--- config.mk ---
export PLATFORM = sky130hd
export DESIGN_NAME = fp_fir_coeff_loader_flat
export DESIGN_NICKNAME = d
export VERILOG_FILES = /design/src/rtl/fp_fir_coeff_loader_if.sv /design/src/rtl/fp_fir_coeff_loader.sv /design/src/flat_wrapper.sv
export SDC_FILE = /design/constraint.sdc
export NUM_CORES = 2
export LEC_CHECK = 0
export ABC_AREA = 1
export CAP_MARGIN = 40
export CORE_AREA = 2 2 400 402
export CTS_BUF_LIST = sky130_fd_sc_hd__clkbuf_16
export CTS_CLUSTER_SIZE = 12
export DETAILED_ROUTE_END_ITERATION = 16
export DIE_AREA = 0 0 402 404
export HOLD_SLACK_MARGIN = 0.03
export PLACE_DENSITY = 0.65
export SLEW_MARGIN = 15
export SYNTH_ARGS = -nofsm -noshare
export SYNTH_HDL_FRONTEND = slang
export SYNTH_SLANG_ARGS = --single-unit
export TNS_END_PERCENT = 1
--- constraint.sdc ---
create_clock -name clk -period 2.5 [get_ports clk]
set_input_delay 0.5 -clock clk [delete_from_list [all_inputs] [get_ports clk]]
set_output_delay 0.5 -clock clk [all_outputs]
set_load 0.02 [all_outputs]
--- src/rtl/fp_fir_coeff_loader_if.sv ---
// Coefficient word stream into the FIR coefficient loader.
// The producer drives valid/data/last and the loader answers with ready.
interface fp_fir_coeff_loader_if;
    logic        coef_valid;
    logic        coef_ready;
    logic [31:0] coef_data;
    logic        coef_last;

    modport master (
        output coef_valid,
        output coef_data,
        output coef_last,
        input  coef_ready
    );

    modport slave (
        input  coef_valid,
        input  coef_data,
        input  coef_last,
        output coef_ready
    );
endinterface

--- src/rtl/fp_fir_coeff_loader.sv ---
// Double-buffered FP32 FIR coefficient bank: streams a load into the shadow bank,
// then swaps it in as the active bank at a sample boundary signalled by the filter.
module fp_fir_coeff_loader #(
    parameter int TAP_CNT   = 31,
    parameter bit SYMMETRIC = 1'b1
) (
    input  logic                    clk,
    input  logic                    rst_n,
    fp_fir_coeff_loader_if.slave    coef,
    input  logic                    swap_ok,
    output logic [TAP_CNT*32-1:0]   coeffs_flat,
    output logic                    bank_sel,
    output logic                    busy,
    output logic                    load_done,
    output logic                    load_err
);
    localparam int WORD_CNT = SYMMETRIC ? (TAP_CNT + 1) / 2 : TAP_CNT;
    localparam int IDX_W    = (WORD_CNT > 1) ? $clog2(WORD_CNT) : 1;
    localparam logic [IDX_W-1:0] LAST_IDX = IDX_W'(WORD_CNT - 1);

    typedef enum logic [1:0] {IDLE, LOAD, WAIT_SWAP, DRAIN} state_t;

    state_t           state_reg, state_next;
    logic [IDX_W-1:0] idx_reg, idx_next;
    logic             bad_reg, bad_next;
    logic             bank_sel_reg, bank_sel_next;
    logic             done_reg, done_next;
    logic             err_reg, err_next;
    logic             accept;
    logic             word_bad;
    logic             cur_bad;
    logic             wr_en;
    logic [IDX_W-1:0] cur_idx;

    assign coef.coef_ready = rst_n && (state_reg != WAIT_SWAP);
    assign accept          = coef.coef_valid && coef.coef_ready;
    // Exponent all ones means NaN or Inf.
    assign word_bad        = &coef.coef_data[30:23];

    always_comb begin
        state_next    = state_reg;
        idx_next      = idx_reg;
        bad_next      = bad_reg;
        bank_sel_next = bank_sel_reg;
        done_next     = 1'b0;
        err_next      = 1'b0;
        wr_en         = 1'b0;
        // IDLE acts as LOAD at index 0 with a freshly cleared bad flag.
        cur_idx       = (state_reg == IDLE) ? '0 : idx_reg;
        cur_bad       = ((state_reg == LOAD) && bad_reg) || word_bad;
        case (state_reg)
            IDLE, LOAD: begin
                if (accept) begin
                    wr_en    = 1'b1;
                    bad_next = cur_bad;
                    idx_next = cur_idx + IDX_W'(1);
                    if (cur_idx == LAST_IDX) begin
                        if (coef.coef_last && !cur_bad) begin
                            state_next = WAIT_SWAP;
                        end else begin
                            err_next   = 1'b1;
                            state_next = coef.coef_last ? IDLE : DRAIN;
                        end
                    end else if (coef.coef_last) begin
                        err_next   = 1'b1;
                        state_next = IDLE;
                    end else begin
                        state_next = LOAD;
                    end
                end
            end
            DRAIN: begin
                if (accept && coef.coef_last) begin
                    state_next = IDLE;
                end
            end
            WAIT_SWAP: begin
                if (swap_ok) begin
                    bank_sel_next = !bank_sel_reg;
                    done_next     = 1'b1;
                    state_next    = IDLE;
                end
            end
            default: state_next = IDLE;
        endcase
    end

    always_ff @(posedge clk or negedge rst_n) begin
        if (!rst_n) begin
            state_reg    <= IDLE;
            idx_reg      <= '0;
            bad_reg      <= 1'b0;
            bank_sel_reg <= 1'b0;
            done_reg     <= 1'b0;
            err_reg      <= 1'b0;
        end else begin
            state_reg    <= state_next;
            idx_reg      <= idx_next;
            bad_reg      <= bad_next;
            bank_sel_reg <= bank_sel_next;
            done_reg     <= done_next;
            err_reg      <= err_next;
        end
    end

    // Per-tap storage: two banks plus the registered active copy.
    for (genvar gi = 0; gi < TAP_CNT; gi++) begin : g_tap
        localparam int MIRROR = TAP_CNT - 1 - gi;
        logic [31:0] bank0_reg;
        logic [31:0] bank1_reg;
        logic [31:0] active_reg;
        logic        hit;

        assign hit = wr_en && ((int'(cur_idx) == gi) ||
                               (SYMMETRIC && (int'(cur_idx) == MIRROR)));

        always_ff @(posedge clk or negedge rst_n) begin
            if (!rst_n) begin
                bank0_reg  <= '0;
                bank1_reg  <= '0;
                active_reg <= '0;
            end else begin
                if (hit && bank_sel_reg) begin
                    bank0_reg <= coef.coef_data;
                end
                if (hit && !bank_sel_reg) begin
                    bank1_reg <= coef.coef_data;
                end
                // The shadow bank becomes active on the swap edge.
                if (done_next) begin
                    active_reg <= bank_sel_reg ? bank0_reg : bank1_reg;
                end
            end
        end

        assign coeffs_flat[32*gi +: 32] = active_reg;
    end

    assign bank_sel  = bank_sel_reg;
    assign busy      = (state_reg != IDLE);
    assign load_done = done_reg;
    assign load_err  = err_reg;
endmodule

--- src/flat_wrapper.sv ---
// flat-port wrapper written by rule: the top's interface ports become plain ports
module fp_fir_coeff_loader_flat 
#(
    parameter int TAP_CNT   = 31,
    parameter bit SYMMETRIC = 1'b1
)
  (clk, rst_n, swap_ok, coeffs_flat, bank_sel, busy, load_done, load_err, coef_coef_valid, coef_coef_data, coef_coef_last, coef_coef_ready);
  fp_fir_coeff_loader_if coef_i ();
  input  logic clk;
  input  logic rst_n;
  input  logic swap_ok;
  output logic [TAP_CNT*32-1:0] coeffs_flat;
  output logic bank_sel;
  output logic busy;
  output logic load_done;
  output logic load_err;
  input wire logic [$bits(coef_i.coef_valid)-1:0] coef_coef_valid;
  input wire logic [$bits(coef_i.coef_data)-1:0] coef_coef_data;
  input wire logic [$bits(coef_i.coef_last)-1:0] coef_coef_last;
  output wire logic [$bits(coef_i.coef_ready)-1:0] coef_coef_ready;
  assign coef_i.coef_valid = coef_coef_valid;
  assign coef_i.coef_data = coef_coef_data;
  assign coef_i.coef_last = coef_coef_last;
  assign coef_coef_ready = coef_i.coef_ready;
  fp_fir_coeff_loader #(.TAP_CNT(TAP_CNT), .SYMMETRIC(SYMMETRIC)) u_core (.clk(clk), .rst_n(rst_n), .coef(coef_i), .swap_ok(swap_ok), .coeffs_flat(coeffs_flat), .bank_sel(bank_sel), .busy(busy), .load_done(load_done), .load_err(load_err));
endmodule
==> metrics list <==
- The slowest stage of the critical path belongs to the cell sky130_fd_sc_hd__clkdlybuf4s50_1.
- The number of antenna violations at the first check in global routing was 4.
- Die height: 404 microns
* Largest net degree at the start of global routing: 167
* Drt first pass iters: 6
- Master cell of the clock root buffer: sky130_fd_sc_hd__clkbuf_16
- Clock-pin slew was measured on the worst setup and hold paths at ~0.060 ns.
- Filler cells: approximately 14000
- Worst slack, placed: ~0.12 ns
- Aggregate negative setup slack: 0 ns
- Relative slew margins: between 40% and 50%
* Gr usage total: 28.0%
- Post-DR wirelength/cell: ~22 microns
- Routability-driven placement finished with a final weighted congestion of between 0.8 and 0.9.
- Netlist area before placement: roughly 0.07 sq mm
* Share of layout cells above drive strength 1: 6.27%
- Sequential cells were found to cover between 50 and 60% of the synthesized design area.
* Worst path bufs/invs: 1
- The final max-slew violation count is 0.
- At the worst endpoint, the required time is 2.00 ns.
* CP startpoint kind: register
- Number of nets in the layout: roughly 8300
- Number of synthesized register bits: 1546
* Die outline area: around 0.16 sq mm
- The tightest min-delay check is of the in -> reg type.
* Worst-case register-to-register setup slack: about 0.22 ns
* Cell class contributing the biggest share of worst-path delay: buffers and inverters
* Number of buffers added by the clock tree synthesis step: roughly 170
- Skew-Pair Late Insertion Delay: roughly 0.81 ns
- Longest individual stage delay on the worst path: 0.66 ns
- Avg Synthesized Cell Area: 8.59 sq um
- In this run the tool buffered the top-level ports with a little over 1000 buffer cells.
- In the synthesized netlist, the number of instances is approximately 8000.
- Final setup skew: between 0.03 and 0.04 ns
* Total inserted antenna cells: 0
- Effective utilization at floorplan: between 40% and 50%
- The critical path in this run is classified as reg -> out.
- Setup slack closes at 0.0529 ns.
- Core ar.: 0.158 sq mm
- 1034 I/O pins were placed.
- For hold timing, the worst endpoint is u_core.g_tap[14].bank1_reg[26].
- Setup violations remaining at the end of the flow were counted as 0.
- The startpoint identified for the worst hold timing path is coef_coef_data[26].
* Vias in the first global route: around 53000
- The worst register-to-register path ends at u_core.g_tap[26].bank1_reg[27].
- Peak supply drop: 0.660 mV
* Setup repair after global routing missed its margin: no
- The clock tree synthesis step divided the H-tree into 4 levels.
* Count of vias placed by the detailed router: about 57000
- Number of hold violations in the final report: 0
- Summed over all cells, the static leakage comes to between 40 and 50 nW.
- Std cell rows: around 150
- R2R Path Start: u_core.state_reg[0]
- Outcome: finished clean
* Syn-to-layout area delta: 22.2%
- Die span in x: 402 microns
- In the routed layout, each cell is associated on average with a via count of about 5.4.
- PD cells: 678 mW/mm^2
* Ordered cell list for the critical path: clkdlybuf4s50_1
- Final Cycle Share: between 90% and 100%
* Slew at the pin with the worst max-slew slack: a little under 0.9 ns
* Crit path capture type: output port
- Number of clock sinks: 1546
* Detailed-placement wirelength estimate: between 100000 and 150000 microns
- In this run, the number of DRC markers left after iteration 0 of detailed routing was around 6100.
- For this run, the number of Yosys warnings is 0.
- Post-Route Utilization: 52.9%
* Number of max-capacitance violations reported: 0
- The worst hold path was traced through 3 stages.
- The number of nets in the synthesized netlist is roughly 8000.
* Drt drc: 0
* Number of unique standard cell types used by synthesis: 25
- In this run the worst path has a maximum fanout of 3.
- Total Wirelength: between 200000 and 250000 microns
- Max Clock Freq: 409 MHz
- After global routing the overflow that remains totals 0.
- The worst register-to-register path has a depth of 10.
- Post-route ant nets: 0
- Once the clock tree was built, the setup fixing pass inserted 0 buffers.
- TritonCTS built the clock tree.
- Bufs on Longest Clock Path: 3
* Signal arrival time at the worst endpoint: roughly 2.0 ns
- The first global-routing pass estimated around 350000 microns of wire.
- Final critical-path required period: 2.45 ns
[layout make-up]
class / instances / area (sq um) / share of cell area, %
sequential: 1546 / 38700 / 46.4
multi-input combinational: 5261 / 23300 / 27.9
timing repair buffer: 1254 / 13600 / 16.3
clock buffer: 167 / 4180 / 5.01
tap: 2072 / 2590 / 3.11
clock inverter: 130 / 941 / 1.13
inverter: 16 / 67.6 / 0.0810
[Yosys cell counts (all sizes together)]
library cell  number  area share [%]
nand2           2588              14
dfrtp           1546              57
nand3           1076             8.0
nor2            1066             6.0
buf              683             6.8
o31ai            512             5.6
clkbuf           445             2.5
inv               16           0.088
o21ai              7           0.051
ha                 4           0.073
a21oi              3           0.022
nand4              3           0.037
a21boi             1           0.011
xor2               1           0.013
[placed cells by master (no fill, tap or decap), drive strengths merged, types with 70 or more instances in the layout]
cell,Yosys,final
buf,683,255
clkbuf,445,167
clkdlybuf4s50,0,899
dfrtp,1546,1546
dlygate4sd2,0,93
inv,16,70
nand2,2588,2588
nand3,1076,1076
nor2,1066,1066
o31ai,512,512
[stage by stage]
| step | instances | total power [mW] | hold slack, ns | instance area [sq um] |
|---|---|---|---|---|
| after CTS | 10400 | 57.0 | 0.106 | 83400 |
| after global routing | 10400 | 58.9 | 0.144 | 83400 |
| after global placement | 10100 | 33.4 | 0.336 | 78400 |
| after floorplan | 7951 | 31.4 | 0.204 | 68300 |
| after detailed placement | 10100 | 33.6 | 0.335 | 78400 |
| final | 10400 | 56.6 | 0.178 | 83400 |
[worst max path at each step]
stage               cells after the start                             end  slack, ns                             from
floorplan                              11  u_core.g_tap[14].bank1_reg[10]       0.57              u_core.state_reg[1]
detailed placement                      7  u_core.g_tap[13].bank0_reg[22]       0.12                  coef_coef_valid
global placement                        7  u_core.g_tap[13].bank0_reg[17]       0.14                  coef_coef_valid
CTS                                     1                coeffs_flat[596]     0.0006  u_core.g_tap[12].active_reg[20]
finish                                  1                coeffs_flat[928]       0.05   u_core.g_tap[29].active_reg[0]
global route                            1                coeffs_flat[864]     0.0007   u_core.g_tap[27].active_reg[0]
[where the power goes]
| group | switching (mW) | total (mW) | internal [mW] |
|---|---|---|---|
| Combinational | 3.31 | 5.01 | 1.70 |
| Clock | 10.5 | 23.4 | 12.8 |
| Sequential | 1.13 | 28.2 | 27.0 |
| Total | 15.0 | 56.6 | 41.6 |
[kinds of logic (layout without fill, tap and decap cells)]
group / after synthesis / in the layout / share of synthesized area, %
AO/OA/AOI/OAI: 523 / 523 / 5.71
XOR/XNOR: 1 / 1 / 0.0128
adder cells (fa/ha/maj): 4 / 4 / 0.0733
buffers and inverters: 1144 / 1567 / 9.30
flip-flops: 1546 / 1546 / 56.6
AND/OR/NAND/NOR: 4733 / 4733 / 28.3
[metal layers]
layer / vias up / part of all wire [%] / global-route usage [%] / wire [microns]
li1: 25800 / - / - / -
met1: 28000 / 42 / 38.5 / 97400
met2: 2365 / 47 / 44.3 / 109000
met3: 376 / 6.9 / 4.45 / 15900
met4: 0 / 4.2 / 11.4 / 9610
met5: - / 0 / 0 / 0
[timing repair]
item,4_1_cts,5_1_grt
endpoints found under the setup margin,106,6
resized for setup,104,6
cloned,0,0
hold endpoints to repair,40,0
hold buffers,2,0
(Power assumes the default switching activity.)
